==> config.mk <==
export PLATFORM = sky130hd
export DESIGN_NAME = instruction_fetch_unit
export DESIGN_NICKNAME = d
export VERILOG_FILES = /design/src/rtl/instruction_fetch_unit.sv
export SDC_FILE = /design/constraint.sdc
export NUM_CORES = 1
export LEC_CHECK = 0
export ABC_CLOCK_PERIOD_IN_PS = 3350
export BUFFER_PORTS_ARGS = -buffer_cell sky130_fd_sc_hd__clkbuf_2
export CAP_MARGIN = 40
export CELL_PAD_IN_SITES_DETAIL_PLACEMENT = 0
export CELL_PAD_IN_SITES_GLOBAL_PLACEMENT = 1
export CORE_ASPECT_RATIO = 0.75
export CORE_UTILIZATION = 37
export DETAILED_ROUTE_END_ITERATION = 8
export GPL_TIMING_DRIVEN = 0
export PLACE_DENSITY_LB_ADDON = 0.1
export SETUP_SLACK_MARGIN = 0.02
export SLEW_MARGIN = 5
export SYNTH_ARGS = -nofsm -noshare
export SYNTH_HDL_FRONTEND = slang
export SYNTH_SLANG_ARGS = --single-unit
==> constraint.sdc <==
create_clock -name clk -period 3.35 [get_ports clk]
set_clock_uncertainty 0.15 [all_clocks]
set_input_delay 0.335 -clock clk [delete_from_list [all_inputs] [get_ports clk]]
set_output_delay 0.335 -clock clk [all_outputs]
set_load 0.005 [all_outputs]
==> src/rtl/instruction_fetch_unit.sv <==
// Instruction fetch unit: owns the PC, reads the 64x32 instruction ROM and hands words to decode over valid/ready.
// Optional macro FETCH_PERF_CNT_EN adds saturating fetch_count / stall_count outputs.
module instruction_fetch_unit #(
  parameter int                 ADDR_W    = 6,
  parameter int                 DATA_W    = 32,
  parameter logic [ADDR_W-1:0]  RESET_PC  = '0,
  parameter logic [DATA_W-1:0]  HALT_WORD = 32'hFFFF_FFFF
) (
  input  logic              clk,
  input  logic              rst_n,
  input  logic              en,
  output logic [ADDR_W-1:0] rom_address,
  input  logic [DATA_W-1:0] rom_data,
  input  logic              branch_valid,
  input  logic [ADDR_W-1:0] branch_target,
  output logic [DATA_W-1:0] instr_out,
  output logic [ADDR_W-1:0] instr_pc,
  output logic              instr_valid,
  input  logic              instr_ready,
  output logic              halted
`ifdef FETCH_PERF_CNT_EN
  ,
  output logic [15:0]       fetch_count,
  output logic [15:0]       stall_count
`endif
);

  typedef enum logic [1:0] {IDLE, FETCH, HALT} state_t;

  state_t            state, state_d;
  logic [ADDR_W-1:0] pc, pc_d, instr_pc_d;
  logic [DATA_W-1:0] instr_out_d;
  logic              instr_valid_d;
  logic              slot_free, fetch_ok, capture, halt_hit, stall;

  assign rom_address = pc;
  assign halted      = (state == HALT);
  assign slot_free   = !instr_valid || instr_ready;
  assign fetch_ok    = (state == FETCH) && en && !branch_valid && slot_free;
  assign capture     = fetch_ok && (rom_data != HALT_WORD);
  assign halt_hit    = fetch_ok && (rom_data == HALT_WORD);
  assign stall       = (state == FETCH) && instr_valid && !instr_ready;

  // NOTE: every signal gets a default at the top so no path leaves one unassigned (no latches).
  always_comb begin
    state_d       = state;
    pc_d          = pc;
    instr_out_d   = instr_out;
    instr_pc_d    = instr_pc;
    // An accepted word leaves the register unless a new capture refills it.
    instr_valid_d = instr_valid && !instr_ready;

    if (branch_valid) begin
      // Redirect wins over everything; the pending word is flushed.
      pc_d          = branch_target;
      instr_valid_d = 1'b0;
      state_d       = en ? FETCH : IDLE;
    end else begin
      case (state)
        IDLE: begin
          if (en) state_d = FETCH;
        end
        FETCH: begin
          if (!en) begin
            state_d = IDLE;
          end else if (capture) begin
            instr_out_d   = rom_data;
            instr_pc_d    = pc;
            instr_valid_d = 1'b1;
            pc_d          = pc + ADDR_W'(1);
          end else if (halt_hit) begin
            // Halt word is never delivered; pc parks on it.
            state_d = HALT;
          end
        end
        HALT:    state_d = HALT;
        default: state_d = IDLE;
      endcase
    end
  end

  // NOTE: sequential state uses non-blocking assignments so all registers update together at the edge.
  always_ff @(posedge clk) begin
    if (!rst_n) begin
      state       <= IDLE;
      pc          <= RESET_PC;
      instr_out   <= '0;
      instr_pc    <= '0;
      instr_valid <= 1'b0;
    end else begin
      state       <= state_d;
      pc          <= pc_d;
      instr_out   <= instr_out_d;
      instr_pc    <= instr_pc_d;
      instr_valid <= instr_valid_d;
    end
  end

`ifdef FETCH_PERF_CNT_EN
  // Counters saturate and survive branches; only reset clears them.
  always_ff @(posedge clk) begin
    if (!rst_n) begin
      fetch_count <= '0;
      stall_count <= '0;
    end else begin
      if (capture && (fetch_count != 16'hFFFF)) fetch_count <= fetch_count + 16'd1;
      if (stall && (stall_count != 16'hFFFF))   stall_count <= stall_count + 16'd1;
    end
  end
`endif

endmodule

# Word level (Yosys, flattened, before mapping)
# Index checks and enable logic that the tools add are counted.
# totals
latch_bits,0
ram_bits,0
n_memories,0
rom_bits,0
out_inout_bits,46
regBits,47
# op_classes
div,0
eq_ne,7
mul,0
n_reduce_logical,18
n_lt_le_gt_ge,0
bitwise_logic,2
n_mux,14
shifts,0
add_sub_neg,1
# ops
operator,n
32-bit == test (second input constant),1
32-bit inequality test (second input constant),1
6-bit 2-to-1 mux,4
2-bit 2-to-1 mux,5
4-bit inequality test (second input constant),2
6-bit by 1-bit adder with 6-bit output (second input constant),1
1-bit logical AND,6
2-bit case mux with 3 select lines,1
3-bit AND reduction,2
2-bit nonzero test,3
1-bit 2-to-1 mux,4
4-bit AND reduction,1
1-bit logical NOT,3
3-bit inequality test (second input constant),1
2-bit by 1-bit == test with 1-bit output (second input constant),1
2-bit == test (second input constant),1
2-bit logical NOT,1
1-bit NOT,2
2-bit OR reduction,1
1-bit logical OR,1

# Depth between registers and ports, before layout
# Gate-level depths: netlist (run 1).
# depth
depth_word,10
mapped_depth,7

# Worst setup path before layout (run 1)
# No wires, ideal clock.
# synth_path
path_kind,input -> register
start,input port rom_data[27]
end,"register pc[2], in the netlist rom_address[2]"
cell_stages,7
t_arrival_ns,1.504
t_required_ns,3.126
setup_time_ns,0.074
setup_slack_ns,1.621
path_cell_list,nand4_1 -> nor4_4 -> a21oi_2 -> buf_6 -> buf_6 -> a21bo_1 -> a31oi_1
# synth_between
elab_chain_len,4
# synth_lines
item,line,rtl
start: declaration,13,"input logic [DATA_W-1:0] rom_data,"
32-bit inequality test,40,assign capture = fetch_ok && (rom_data != HALT_WORD);
1-bit logical AND,40,
2-bit nonzero test (no line),--,
3-bit AND reduction (no line),--,
end signal: assignment,92,pc <= pc_d;
end: declaration,31,"logic [ADDR_W-1:0] pc, pc_d, instr_pc_d;"
# No other way between the ends.
# A chain may end at the register's enable or synchronous reset.

# Final worst setup path (run 1)
# layout_path
start,register state[1]
end,register instr_out[28]
# layout_between
elab_chain_len,6
# layout_lines
item,line,rtl
start: declaration,30,"state_t state, state_d;"
start signal: assignment,91,state <= state_d;
2-bit by 1-bit == test with 1-bit output (*),"39, 59",
1-bit logical AND (3 in series),39,assign fetch_ok = (state == FETCH) && en && !branch_valid && slot_free;
1-bit logical AND,40,
4-bit AND reduction (no line) (*),--,
end signal: assignment,93,instr_out <= instr_out_d;
end: declaration,16,"output logic [DATA_W-1:0] instr_out,"
# Every way passes the cells marked *; elsewhere a longest branch is shown, timed or not.

==> metrics.txt, run 1 <==
status complete, no violations; number of top-level pins 89; Die X-Extent 86.7 um; Post-Syn Area 1990 sq um; fin nets 326; detailed-route via count 1611; Die Ht ~66 um; grt total ovfl 0; Distinct cells, synth 24; crit path max fanout 10; H-tree depth 2; Tot GR Track Use 16.8%; Avg Vias per Cell 4.55; Num CTS Buffers 5; commonest non-fill, non-tap cells in the layout clkbuf_2 (87), dfxtp_1 (47), nor2b_1 (41); Post-DP Area 2510 sq um; die area 5680 sq um; crit path launch type flop; path depth of the worst reg2reg path 7; postcts setup bufs 0; Max Slew Vio Count 0; CTS sink cnt 47; post-route ant nets 0; Initial DRC Count 41; design area ~2600 sq um; commonest non-fill, non-tap cell in the layout clkbuf_2; diodes inserted 0; hold endpoint rom_address[0]; Max VDD drop 0.181 mV; biggest area consumer among synthesized cells dfxtp_1; final hold vios 0; met1 GRT Util 25.1%; post-synthesis register bit count 47; hold path startpoint branch_target[0]; CTS max path bufs 2; layout cells sized above 1 a little over a third; PortBufs 87; final worst-path cycle share 53.6%; fin crit period 1.80 ns; core area 5040 sq um; sequential fraction of the synthesis area 47.3%; largest net degree at the start of global routing 14; global-route wire length before repair 7.20 mm; post-cts sizing count 0; syn_nets approximately 230; setup tns final 0 ns; Mean Syn Cell Area 10.6 sq um; Max-Cap Viols 0; CTS tree done; DR WL/cell ~13 um; hold depth 3; Hold WC Path Type in2reg; Clock Latency Late Sink 0.30 ns; Setup CP Type reg2reg; CTS clk-pin slew, worst paths around 0.080 ns; Layout area overhead 30.8%; initial antenna violation count 0; WL final 4.53 mm; row count 22; drt first pass iters 4; CP Data Required Time roughly 3.4 ns; Synth top area share 47.3%; hold_buf cts 0; Power Dens Cells 402 nW/um^2; Worst Tran Pin Value 0.560 ns; root buffer cell clkbuf_8; global routing met2 resource utilization a little over a fifth; yosys warns 0; Final setup viols 0; leakage 0.00107 uW; DR DRC count 0; crit path capture type flop; leading post-synthesis cells by cell area dfxtp_1 (47%), mux2i_1 (20%), nor2b_1 (13%), nand4_1 (2.5%), nor4_4 (2.1%); vias in the first global route 1474; Synth Instances 188; dpl hpwl 3.50 mm; Starting Density about two fifths; FF-to-FF Start state[1]; gpl congestion 0.701; RR Endpoint instr_out[28]; Worst Path Arrival 1.84 ns; Rel. slew slack 61.7%; met3 usage 5.65%; fmax 557 MHz; unrepaired setup endpoints after global routing no; reg2reg setup slack 1.55 ns; GRT Max-Usage Layer met1
-- where the power goes --
part	switching (uW)	internal (uW)
sequential	12.2	574
clock	184	162
combinational	53.7	59.7
total	250	796
-- flip-flops by register name (all words and copies together), names as in the netlist --
name	flops
instr_out	32
instr_pc	6
rom_address	6
state	2
instr_valid	1
-- cell type report --
type / count / area, sq um
fill: 517 / 2430
tap: 72 / 90.1
clock buffer: 6 / 82.6
inverter: 4 / 15.0
clock inverter: 1 / 5.00
buffer: 11 / 67.6
sequential: 47 / 941
timing repair buffer: 87 / 435
multi-input combinational: 126 / 966
-- worst max path at each step --
| stage | to | slack, ns | start | cells past startpoint |
|---|---|---|---|---|
| floorplan | rom_address[2] | 1.62 | rom_data[27] | 7 |
| global placement | rom_address[3] | 1.32 | rom_data[26] | 8 |
| detailed placement | rom_address[3] | 1.35 | rom_data[26] | 8 |
| CTS | instr_out[28] | 1.55 | state[1] | 7 |
| global route | rom_address[4] | 1.38 | rom_address[0] | 5 |
| finish | instr_out[28] | 1.55 | state[1] | 7 |
-- critical path, stage by stage, from the launching register on --
cell and delay [ns]:
dfxtp_1 0.33, and4bb_2 0.30, nand2_1 0.09, a21oi_2 0.12, buf_6 0.17, buf_4 0.25
mux2i_1 0.23, nor2b_1 0.06
-- metrics by stage --
step | std cells | hold WS [ns] | power (uW) | worst slack [ns] | util, %
floorplan | 188 | 0.333 | 655 | 1.62 | -
global placement | 347 | 0.346 | 713 | 1.32 | 49.9
detailed placement | 347 | 0.353 | 714 | 1.35 | 49.9
CTS | 354 | 0.151 | 1060 | 1.55 | 51.7
global route | 354 | 0.162 | 1100 | 1.38 | 51.7
finish | 354 | 0.154 | 1050 | 1.55 | 51.7
-- synthesized netlist by cell type --
master     number
a2111oi_0       2
a211oi_1        3
a21bo_1         1
a21oi_1         5
a21oi_2         1
a31oi_1         2
and3_1          2
and4bb_2        1
buf_4           3
buf_6           2
clkbuf_1        6
dfxtp_1        47
ha_1            1
inv_1           4
mux2i_1        39
nand2_1         4
nand2b_1        1
nand3b_1        1
nand4_1         8
nor2b_1        41
nor3_1          4
nor4_4          2
o21ai_0         7
xnor2_1         1
-- per-layer routing --
| layer | wire length, um | up-vias |
|---|---|---|
| met4 | 44 | 0 |
| met2 | 1700 | 50 |
| met3 | 327 | 5 |
| met5 | 0 | - |
| met1 | 2460 | 712 |
| li1 | - | 844 |
-- cell families (layout without fill, tap and decap cells) --
family,count (synthesis),in the layout,synth area share (%)
mux,39,39,19.6
fa+ha+maj,1,1,0.629
compound gates,21,21,6.60
simple gates,64,64,21.3
buf+inv,15,109,4.15
flops,47,47,47.3
xor+xnor,1,1,0.440
Note: power is estimated with default switching activity, not from simulation.
==> run 2: changes to the inputs <==
- ABC_CLOCK_PERIOD_IN_PS: 3350 -> 1500
- CORE_UTILIZATION: 37 -> 31
- clock period: 3.35 -> 1.5 ns (I/O delays scaled with it)
==> metrics.txt, run 2 (synthesis gave the netlist of run 1 again) <==
routed length on met3 309 um (was 327 um); detailed-route via count 1834 (was 1611); CP max stage cell dfxtp_2 (was dfxtp_1); hold path startpoint rom_data[27] (was branch_target[0]); Clock Latency Late Sink 0.29 ns (was 0.30 ns); DR WL/cell 13.3 um (was 12.8 um); final hold vios 0 (unchanged); H-tree depth 2 (unchanged); Tot GR Track Use 15.9% (was 16.8%); CTS sink cnt 47 (unchanged); hold depth 3 (unchanged); reg2reg setup slack -0.21 ns (was 1.55 ns); fmax 585 MHz (was 557 MHz); status finished, violations left (was complete, no violations); initial antenna violation count 0 (unchanged); Max VDD drop 0.422 mV (was 0.181 mV); CTS clk-pin slew, worst paths 0.08 ns (about the same); CTS max path bufs 2 (unchanged); Final WS setup -0.209 ns (was 1.55 ns); WL final 5.42 mm (was 4.53 mm); Worst Tran Pin Value 0.464 ns (was 0.560 ns); RR Endpoint instr_out[8] (was instr_out[28]); CP Data Required Time 1.53 ns (was 3.39 ns); Worst Path Arrival 1.74 ns (was 1.84 ns); global-route wire length before repair 8.23 mm (was 7.20 mm); die area 6740 sq um (was 5680 sq um); PortBufs 87 (unchanged); layout cells sized above 1 38.7% (was 36.5%); Max-Cap Viols 0 (unchanged); Max Slew Vio Count 0 (unchanged); CP cell instances and4bb_2, nand2_4, a21oi_4, buf_6, clkbuf_16, mux2i_1, nor2b_1 (was and4bb_2, nand2_1, a21oi_2, buf_6, buf_4, mux2i_1, nor2b_1); core area 6010 sq um (was 5040 sq um); Layout area overhead 62.5% (was 30.8%); crit path launch type flop (unchanged); commonest non-fill, non-tap cells in the layout clkbuf_2 (87), dfxtp_1 (42), nor2b_1 (41) (was clkbuf_2 (87), dfxtp_1 (47), nor2b_1 (41)); largest stage delay on the critical path 0.33 ns (about the same); Hold WC Path Type in2reg (unchanged); design area 3230 sq um (was 2600 sq um); gpl congestion 0.661 (was 0.701); vias in the first global route 1731 (was 1474); CTS tree done (unchanged); final worst-path cycle share 114% (was 53.6%); root buffer cell clkbuf_8 (unchanged); Setup CP Type reg2reg (unchanged); largest net degree at the start of global routing 13 (was 14); Power Dens Cells 735 nW/um^2 (was 402 nW/um^2); crit path max fanout 5 (was 10); fin nets 373 (was 326); multi-input logic area 1030 sq um (was 966 sq um); row count 24 (was 22); fin crit period 1.71 ns (was 1.80 ns); crit path capture type flop (unchanged); Largest register FFs 32 (unchanged); Avg Vias per Cell 4.52 (was 4.55); unrepaired setup endpoints after global routing yes (was no); FF-to-FF Start state[1] (unchanged); wl on met1 2.73 mm (was 2.46 mm); Starting Density 33.1% (was 39.5%); Num CTS Buffers 5 (unchanged); post-route ant nets 0 (unchanged); leakage 0.00131 uW (was 0.00107 uW); Placement Setup Slack -0.369 ns (was 1.35 ns); dpl hpwl 3.70 mm (was 3.50 mm); failing checks negative setup slack; number of top-level pins 89 (unchanged); FILL cells 567 (was 517); FF/Latch Area 955 sq um (was 941 sq um); Rel. slew slack 69.1% (was 61.7%); hold endpoint instr_out[27] (was rom_address[0]); drt first pass iters 4 (unchanged); path depth of the worst reg2reg path 7 (unchanged); DR top layer met4 (unchanged); diodes inserted 0 (unchanged); grt total ovfl 0 (unchanged); Top reg by flops instr_out (unchanged); met2 routed wirelength 2.35 mm (was 1.70 mm); commonest non-fill, non-tap cell in the layout clkbuf_2 (unchanged); Initial DRC Count 48 (was 41); Die Ht 71.4 um (was 65.5 um); Final setup viols 44 (was 0); Die X-Extent 94.5 um (was 86.7 um); Post-DP Area 2540 sq um (was 2510 sq um); final core occ 53.8% (was 51.7%); DR DRC count 0 (unchanged)
[run 2: changes by cell type in the layout (fill, tap and decap cells not counted), moves of 3 or more]
cell,change
buf_12,+3
buf_4,+4
clkbuf_16,+4
dfxtp_1,-5
dfxtp_4,+3
dlygate4sd3_1,+34
[run 2: through the flow]
stage               setup TNS (ns)  hold slack [ns]  cells  total power (uW)
finish                       -7.65          0.00318    406              2380
global route                -11.23           0.0314    406              2510
CTS                          -6.48         0.000485    395              2380
detailed placement          -12.13            0.286    353              1600
global placement            -11.99            0.279    353              1600
floorplan                    -3.02            0.163    188              1470
[run 2: routing by layer]
layer / GRT usage [%] / vias up
li1: - / 943
met1: 22.2 / 844
met2: 24.3 / 45
met3: 4.78 / 2
met4: 3.03 / 0
met5: 0 / -
[run 2: worst max-delay path: cells and delay by family, from the launching register on]
family | cells | cell delay [ns]
AOI/OAI and AO/OA | 1 | 0.15
buffers and inverters | 2 | 0.32
DFF | 1 | 0.33
muxes | 1 | 0.19
and+or+nand+nor | 3 | 0.46
[run 2: what timing repair did]
action                     in CTS  in global routing
hold endpoints to repair       34                  0
setup endpoints to repair      45                 45
pin swaps                       0                  7
resized for setup              12                 19
hold buffers                   34                  0
gates cloned                    0                  5
buffers inserted                2                  6
[run 2: power breakdown]
| group | internal (uW) | switching, uW | total (uW) |
|---|---|---|---|
| logic | 223 | 146 | 369 |
| clock network | 311 | 384 | 696 |
| registers | 1280 | 28.3 | 1310 |
| total | 1820 | 558 | 2380 |
[run 2: worst max-delay path by stage]
| stage | end | cells after the start | from |
|---|---|---|---|
| floorplan | rom_address[1] | 7 | state[1] |
| global placement | rom_address[3] | 8 | rom_data[10] |
| detailed placement | rom_address[3] | 8 | rom_data[10] |
| CTS | rom_address[1] | 7 | state[1] |
| global route | rom_address[1] | 7 | state[1] |
| finish | instr_out[8] | 7 | state[1] |
[run 2: final cells by class]
class                   count  area share [%]
well taps                  78            3.02
flip-flops and latches     47            29.5
inverters                   4           0.464
multi-input cells         126            31.8
repair buffers            134            29.4
plain buffers              11            3.48
clock buffers               6            2.24
